[src/rtl/branch_control_unit.sv]
// Branch predictor (2-bit BHT) with mispredict redirect/flush sequencing.
// Trains the table and keeps saturating branch/mispredict counters.
module branch_control_unit #(
  parameter int XLEN           = 64,
  parameter int BHT_ENTRIES    = 16,
  parameter int RECOVER_CYCLES = 2,
  parameter int CNT_W          = 32
) (
  input  logic             clk,
  input  logic             reset,
  input  logic             id_valid,
  input  logic             id_is_branch,
  input  logic [XLEN-1:0]  id_pc,
  input  logic [XLEN-1:0]  id_imm,
  output logic             pred_taken,
  output logic [XLEN-1:0]  pred_target,
  input  logic             ex_valid,
  input  logic             ex_is_branch,
  input  logic [2:0]       ex_funct3,
  input  logic [XLEN-1:0]  ex_pc,
  input  logic [XLEN-1:0]  ex_target,
  input  logic             ex_pred_taken,
  input  logic             ex_taken,
  output logic             redirect_valid,
  output logic [XLEN-1:0]  redirect_pc,
  output logic             flush_if_id,
  output logic             flush_id_ex,
  output logic [CNT_W-1:0] branch_count,
  output logic [CNT_W-1:0] mispred_count
);

  localparam int IW = $clog2(BHT_ENTRIES);
  localparam int RW = (RECOVER_CYCLES < 2) ? 1
                    : $clog2(RECOVER_CYCLES + 1);

  typedef enum logic [1:0] {
    RUN,
    REDIRECT,
    RECOVER
  } state_t;

  state_t          state_q, state_d;
  logic [RW-1:0]   rcnt_q, rcnt_d;
  logic [1:0]      bht_q [BHT_ENTRIES];
  logic [IW-1:0]   id_idx, ex_idx;
  logic [1:0]      ex_ent, ex_nxt;
  logic            br_op, resolve, mispred;
  logic            redir_q;
  logic [XLEN-1:0] rpc_q;
  logic [CNT_W-1:0] bcnt_q, mcnt_q;

  assign id_idx = id_pc[IW+1:2];
  assign ex_idx = ex_pc[IW+1:2];

  assign pred_target = id_pc + id_imm;
  assign pred_taken  = id_valid & id_is_branch
                     & bht_q[id_idx][1];

  assign br_op = (ex_funct3 == 3'b000)
               | (ex_funct3 == 3'b100)
               | (ex_funct3 == 3'b101);

  assign resolve = (state_q == RUN) & ex_valid
                 & ex_is_branch & br_op;
  assign mispred = resolve & (ex_taken != ex_pred_taken);

  assign ex_ent = bht_q[ex_idx];

  always_comb begin
    ex_nxt = ex_ent;
    if (ex_taken) begin
      if (ex_ent != 2'b11) ex_nxt = ex_ent + 2'b01;
    end else begin
      if (ex_ent != 2'b00) ex_nxt = ex_ent - 2'b01;
    end
  end

  // Reads are combinational, so a same-cycle update shows next cycle
  always_ff @(posedge clk or posedge reset) begin
    if (reset) begin
      for (int i = 0; i < BHT_ENTRIES; i++)
        bht_q[i] <= 2'b01;
    end else if (resolve) begin
      bht_q[ex_idx] <= ex_nxt;
    end
  end

  always_comb begin
    state_d = state_q;
    rcnt_d  = rcnt_q;
    unique case (state_q)
      RUN: begin
        if (mispred) state_d = REDIRECT;
      end
      REDIRECT: begin
        if (RECOVER_CYCLES == 0) begin
          state_d = RUN;
        end else begin
          state_d = RECOVER;
          rcnt_d  = RW'(RECOVER_CYCLES);
        end
      end
      RECOVER: begin
        rcnt_d = rcnt_q - 1'b1;
        if (rcnt_q <= RW'(1)) state_d = RUN;
      end
      default: state_d = RUN;
    endcase
  end

  always_ff @(posedge clk or posedge reset) begin
    if (reset) begin
      state_q <= RUN;
      rcnt_q  <= '0;
      redir_q <= 1'b0;
      rpc_q   <= '0;
    end else begin
      state_q <= state_d;
      rcnt_q  <= rcnt_d;
      redir_q <= (state_d == REDIRECT);
      if (mispred)
        rpc_q <= ex_taken ? ex_target
                          : ex_pc + XLEN'(4);
      else
        rpc_q <= '0;
    end
  end

  always_ff @(posedge clk or posedge reset) begin
    if (reset) begin
      bcnt_q <= '0;
      mcnt_q <= '0;
    end else begin
      if (resolve && bcnt_q != '1)
        bcnt_q <= bcnt_q + 1'b1;
      if (mispred && mcnt_q != '1)
        mcnt_q <= mcnt_q + 1'b1;
    end
  end

  assign redirect_valid = redir_q;
  assign flush_if_id    = redir_q;
  assign flush_id_ex    = redir_q;
  assign redirect_pc    = rpc_q;
  assign branch_count   = bcnt_q;
  assign mispred_count  = mcnt_q;

endmodule

[config.mk]
export PLATFORM = sky130hd
export DESIGN_NAME = branch_control_unit
export DESIGN_NICKNAME = d
export VERILOG_FILES = /design/src/rtl/branch_control_unit.sv
export SDC_FILE = /design/constraint.sdc
export NUM_CORES = 1
export LEC_CHECK = 0
export CORE_AREA = 3 3 178 180
export DETAILED_ROUTE_END_ITERATION = 7
export DIE_AREA = 0 0 181 183
export PLACE_DENSITY_LB_ADDON = 0.05
export SLEW_MARGIN = 20
export SYNTH_ARGS = -nofsm -noshare
export SYNTH_HDL_FRONTEND = slang
export SYNTH_SLANG_ARGS = --single-unit
[constraint.sdc]
create_clock -name clk -period 14.5 [get_ports clk]
set_clock_uncertainty 0.15 [all_clocks]
set_input_delay 4.35 -clock clk [delete_from_list [all_inputs] [get_ports clk]]
set_output_delay 4.35 -clock clk [all_outputs]
set_load 0.01 [all_outputs]
; Word-level counts from Yosys, hierarchy flattened
; Index checks and enable logic that the tools add are counted.
[classes]
add_sub_neg = 7
order_cmp = 4
eq_ne = 9
n_mux = 18
n_bitwise = 10
reduce_logical = 7
[op_table]
columns = op, n
row1 = $mux W64, 2
row2 = $add A32 B1 Y32 const B, 2
row3 = $add A64 B3 Y64 const B, 1
row4 = $add A64 B64 Y64, 1
row5 = $ne A32 B32 Y1 const B, 2
row6 = $bwmux W32, 1
row7 = $mux W2, 10
row8 = $bmux W2 S4, 2
row9 = $ge A5 B5 Y1 const B, 2
row10 = $not A4 Y5, 2
row11 = $demux W2 S4, 1
row12 = $and A1 B1 Y1, 6
row13 = $eq A3 B3 Y1 const B, 2
row14 = $pmux W2 S3, 1
row15 = $lt A5 B1 Y1 const B, 1
row16 = $eq A2 B1 Y1 const B, 2
row17 = $pmux W2 S2, 1
row18 = $reduce_bool A2 Y1, 2
row19 = $sub A2 B1 Y2 const B, 2
row20 = $logic_and A1 B1 Y1, 3
row21 = $logic_not A3 Y1, 1
row22 = $add A2 B1 Y2 const B, 1
row23 = $eq A2 B2 Y1 const B, 1
row24 = $le A2 B1 Y1 const B, 1
row25 = 4 further kinds, 5
[word_totals]
ff_bits = 165
input_bits = 267
output_inout_bits = 196
elab_cells = 77

; Logic depth before layout (Yosys ltp)
; Gate-level depths: netlist of run 1.
[depth]
word_depth = 8
ltp_mapped = 12
depth_no_buf = 11

; Worst setup path before layout of run 1
; Ideal clock, no wire load.
[synth_path]
kind = in2out
startpoint = in id_pc[0]
endpoint = out pred_target[62]
t_arrival_ps = 6951
t_required_ps = 10000
slack_ps = 3049
cell_stages = 11
path_buffers = 0
path_cell_list = ha_1 fa_1 a211o_1 a21bo_2 a211o_2 a22oi_4 o41a_4 nor3_1 o21ba_1 o2111a_1 a211oi_1
[synth_via]
elab_chain_cells = 1
[synth_rtl]
columns = element, line_no
row1 = start: declaration, 13  ; input logic [XLEN-1:0] id_pc,
row2 = $add A64 B64 Y64, 55  ; assign pred_target = id_pc + id_imm;
row3 = end: declaration, 16  ; output logic [XLEN-1:0] pred_target,
; No other way between the ends.

; Worst setup path in the final report of run 1
[layout_path]
startpoint = in id_pc[24]
endpoint = out pred_target[63]
; Same word-level chain as after synthesis.

==> impl_results.rst, run 1 <==
.. list-table::
   :header-rows: 1

   * - Metric
     - Value
   * - Worst EP required
     - 10.00 ns
   * - Detailed router's first-iteration violation count
     - between 600 and 700
   * - Number of hold-slack violations in the final timing report
     - 0
   * - Most repeated cell in the gate-level netlist after synthesis
     - sky130_fd_sc_hd__nor2_1
   * - First-pass GRT wire length
     - 62200 µm
   * - Standard cell core area
     - 30300 µm²
   * - Worst slew margin relative to its limit
     - 27.0%
   * - Number of buffers inserted to repair setup after CTS
     - 0
   * - Category of the critical setup timing path
     - primary input to primary output
   * - Setup TNS
     - 0 ns
   * - Transition at the pin with the smallest max-transition slack
     - 1.09 ns
   * - Tmin final
     - ~13 ns
   * - Final GP Congestion
     - 0.892
   * - Chip width
     - 181 µm
   * - Synth Instances
     - 1371
   * - Port bufs
     - roughly 460
   * - Via count of the first global-routing pass
     - 11800
   * - Top cells by count, synth
     - sky130_fd_sc_hd__nor2_1, sky130_fd_sc_hd__dfrtp_1, sky130_fd_sc_hd__a21oi_1
   * - Fin. max-slew vios
     - 0
   * - Utilization after layout
     - 58.9%
   * - P&R area growth vs syn
     - 44.3%
   * - Total DRC errors in the routed layout
     - 0
   * - Total of flip-flops plus latches after synthesis
     - between 150 and 200
   * - Async set-reset flop share out of synthesis
     - 100%
   * - Number of buffers created by CTS
     - 17
   * - Largest net degree at the start of global routing
     - 92
   * - Peak clock frequency supported by timing
     - 79.6 MHz
   * - Height of the die
     - roughly 180 µm
   * - Sinks on the clock net
     - 165
   * - Count of flip-flops with a built-in enable after synthesis
     - 0
   * - CTS resizes
     - 0
   * - Share of layout cells above drive strength 1
     - under 10%
   * - Clock latency on the worst-skew pair
     - 0.44 ns
   * - Wire per inst
     - 17.9 µm
   * - CTS tree
     - built
   * - Max-cap viol count
     - 0
   * - Mapped cell area
     - 12400 µm²
   * - Maximum net fanout on the critical path
     - 6
   * - Largest voltage drop on the vdd net
     - 0.0756 mV
   * - Count of unique library cells instantiated by Yosys
     - 101
   * - WP data arrival
     - 8.06 ns
   * - Share of the clock period used by the worst path after layout
     - 86.6%
   * - Number of routed nets with antenna violations
     - 0
   * - Global-route usage over all layers
     - between 20% and 30%
   * - Post-DP HPWL
     - around 32000 µm
   * - Post-route setup slack
     - between 1.5 and 2 ns
   * - Most used flip-flop cell after synthesis
     - sky130_fd_sc_hd__dfrtp_1
   * - Post-DR vias/cell
     - 5.31
   * - Clock tree root driver cell
     - sky130_fd_sc_hd__clkbuf_16
   * - Hold Buf Count CTS
     - 0
   * - Result of the run
     - finished clean
   * - Remaining global-route overflow
     - 0
   * - Initial antenna violation count
     - 7
   * - Syn Area/Cell
     - 9.03 µm²
   * - Type of destination of the critical path
     - primary output
   * - Share of Yosys cell area claimed by the top area cell type
     - a little under a third
   * - Top cell type by total area after synthesis
     - sky130_fd_sc_hd__dfrtp_1
   * - H-tree levels
     - 4
   * - Pleak
     - 7.57 nW
   * - Unrepaired setup endpoints after global routing
     - false
   * - Die area
     - about 33000 µm²
   * - Drt pass-1 iters
     - 5
   * - Sequential element share of the synthesized area
     - between 30% and 40%
   * - Clock Tree Buf Depth
     - 2
   * - Class of the tightest hold or removal check
     - flop to flop
   * - Total I/O pin count
     - 463
   * - Setup-failing EPs final
     - 0
   * - Clock slew at the register clock pins of the worst setup and hold paths
     - 0.07 ns
   * - Count of warnings emitted by yosys
     - 0
   * - Total Routed Length
     - 39700 µm
   * - Cell Pwr Density
     - approximately 85 nW/µm²
   * - Net count, final
     - 2143
   * - Main area contributors after synthesis
     - sky130_fd_sc_hd__dfrtp_1, sky130_fd_sc_hd__ha_1, sky130_fd_sc_hd__xnor2_1
   * - Cell row count
     - 64
   * - Initial cell density of the core
     - 40.8%
   * - Placement-stage worst setup slack
     - 1.93 ns
   * - Nets in the synthesized netlist
     - 1713
   * - Sort of element at the start of the critical path
     - primary input
   * - Total via count in the routed design
     - 11800
## report_power, final
group	internal [W]	switching (W)	total, W
Combinational	0.000274	0.000248	0.000523
Sequential	0.000491	0.0000236	0.000514
Clock	0.000277	0.000203	0.000480
Total	0.00104	0.000475	0.00152
## flip-flops by register name, indices dropped and copies added (netlist names)
signal         flops
redirect_pc       64
bht_q             32
branch_count      32
mispred_count     32
rcnt_q             2
state_q            2
flush_id_ex        1
## critical path, stage by stage
cell	delay [ns]
sky130_fd_sc_hd__clkdlybuf4s50_1	0.41
sky130_fd_sc_hd__ha_1	0.41
sky130_fd_sc_hd__a21o_1	0.23
sky130_fd_sc_hd__a21o_1	0.18
sky130_fd_sc_hd__a2111oi_0	0.66
sky130_fd_sc_hd__nor3_1	0.13
sky130_fd_sc_hd__nor3_1	0.16
sky130_fd_sc_hd__nand2_1	0.19
sky130_fd_sc_hd__a221oi_1	0.45
sky130_fd_sc_hd__o21ai_1	0.16
sky130_fd_sc_hd__xnor2_1	0.17
sky130_fd_sc_hd__clkdlybuf4s50_1	0.56
## area by class of cell
type	count	area [µm²]
antenna	5	12.5
multi-input combinational	1119	7820
clock inverter	14	189
fill	2716	12500
tap	396	495
inverter	33	129
clock buffer	18	429
timing repair buffer	465	4640
sequential	165	4150
## cells by family after synthesis
| group | synth area share [%] |
|---|---|
| compound gates | 16.0 |
| xor+xnor | 12.2 |
| fa+ha+maj | 7.82 |
| buf+inv | 3.39 |
| flops | 33.5 |
| mux | 6.56 |
| simple gates | 20.5 |
## layer usage
metal	part of all wire, %	global-route usage, %	up-vias
li1	-	-	5801
met1	42	28.3	5542
met2	50	40.6	356
met3	5.8	5.14	57
met4	2.5	7.10	2
met5	0.033	0	-
## path summary, 6_finish.rpt
kind	start	endpoint	slack, ns	cells past startpoint
max	id_pc[24]	pred_target[63]	1.94	12
min	branch_count[19]	branch_count[19]	0.34	1
max reg2reg	state_q[0]	mispred_count[31]	10.72	12
min reg2reg	branch_count[19]	branch_count[19]	0.34	1
max in group asynchronous	reset	redirect_pc[0]	8.41	3
min in group asynchronous	reset	branch_count[18]	4.30	2
## per-stage QoR
step	hold slack (ns)	std cells	power [W]	area, µm²
global placement	0.326	2178	0.00104	17200
floorplan	0.341	1371	0.000792	12400
detailed placement	0.333	2178	0.00104	17200
CTS	0.348	2210	0.00153	17900
global route	0.366	2215	0.00160	17900
finish	0.343	2215	0.00152	17900
## cell usage in the layout (no fill, tap or decap), types with 4 or more instances in the layout
master                            netlist  routed
sky130_fd_sc_hd__xor2_1                70      70
sky130_fd_sc_hd__inv_1                 33      32
sky130_fd_sc_hd__or3_1                 14      14
sky130_fd_sc_hd__nand4_1               44      44
sky130_fd_sc_hd__buf_4                  4       4
sky130_fd_sc_hd__a21oi_1              127     127
sky130_fd_sc_hd__nor2_1               152     152
sky130_fd_sc_hd__o21bai_1              11      11
sky130_fd_sc_hd__o21ai_0               42      42
sky130_fd_sc_hd__mux4_2                15      15
sky130_fd_sc_hd__clkdlybuf4s50_1        0     461
sky130_fd_sc_hd__nor2b_1               10      10
sky130_fd_sc_hd__dfstp_2               16      16
sky130_fd_sc_hd__a311oi_1               5       5
sky130_fd_sc_hd__nand2_1              118     117
sky130_fd_sc_hd__nor4_1                 4       4
sky130_fd_sc_hd__clkbuf_16              0      17
sky130_fd_sc_hd__inv_6                  0       5
sky130_fd_sc_hd__o31ai_1                5       5
sky130_fd_sc_hd__a21o_1                29      29
sky130_fd_sc_hd__nor3_1                18      18
sky130_fd_sc_hd__mux2_2                34      34
sky130_fd_sc_hd__mux2i_1                8       8
sky130_fd_sc_hd__diode_2                0       5
sky130_fd_sc_hd__o211ai_1               5       5
sky130_fd_sc_hd__or4_1                  4       4
sky130_fd_sc_hd__a31oi_1                5       5
sky130_fd_sc_hd__a221oi_1               7       7
sky130_fd_sc_hd__o21a_1                 6       6
sky130_fd_sc_hd__nand3_1               69      69
sky130_fd_sc_hd__dfrtp_1              149     149
sky130_fd_sc_hd__xnor2_1              102     102
sky130_fd_sc_hd__a211oi_1               7       7
sky130_fd_sc_hd__and2_1                12      12
sky130_fd_sc_hd__o21ai_1                6       6
sky130_fd_sc_hd__and4_1                16      16
sky130_fd_sc_hd__ha_1                  74      74
sky130_fd_sc_hd__and3_1                24      24
No activity file was read; power rests on OpenSTA's default activity.
==> inputs of run 2 (changes only) <==
Settings changed: SLEW_MARGIN 20 to not set.
==> results of run 2 <==
No change in the layout: final DEF, timing and power equal those of run 1.
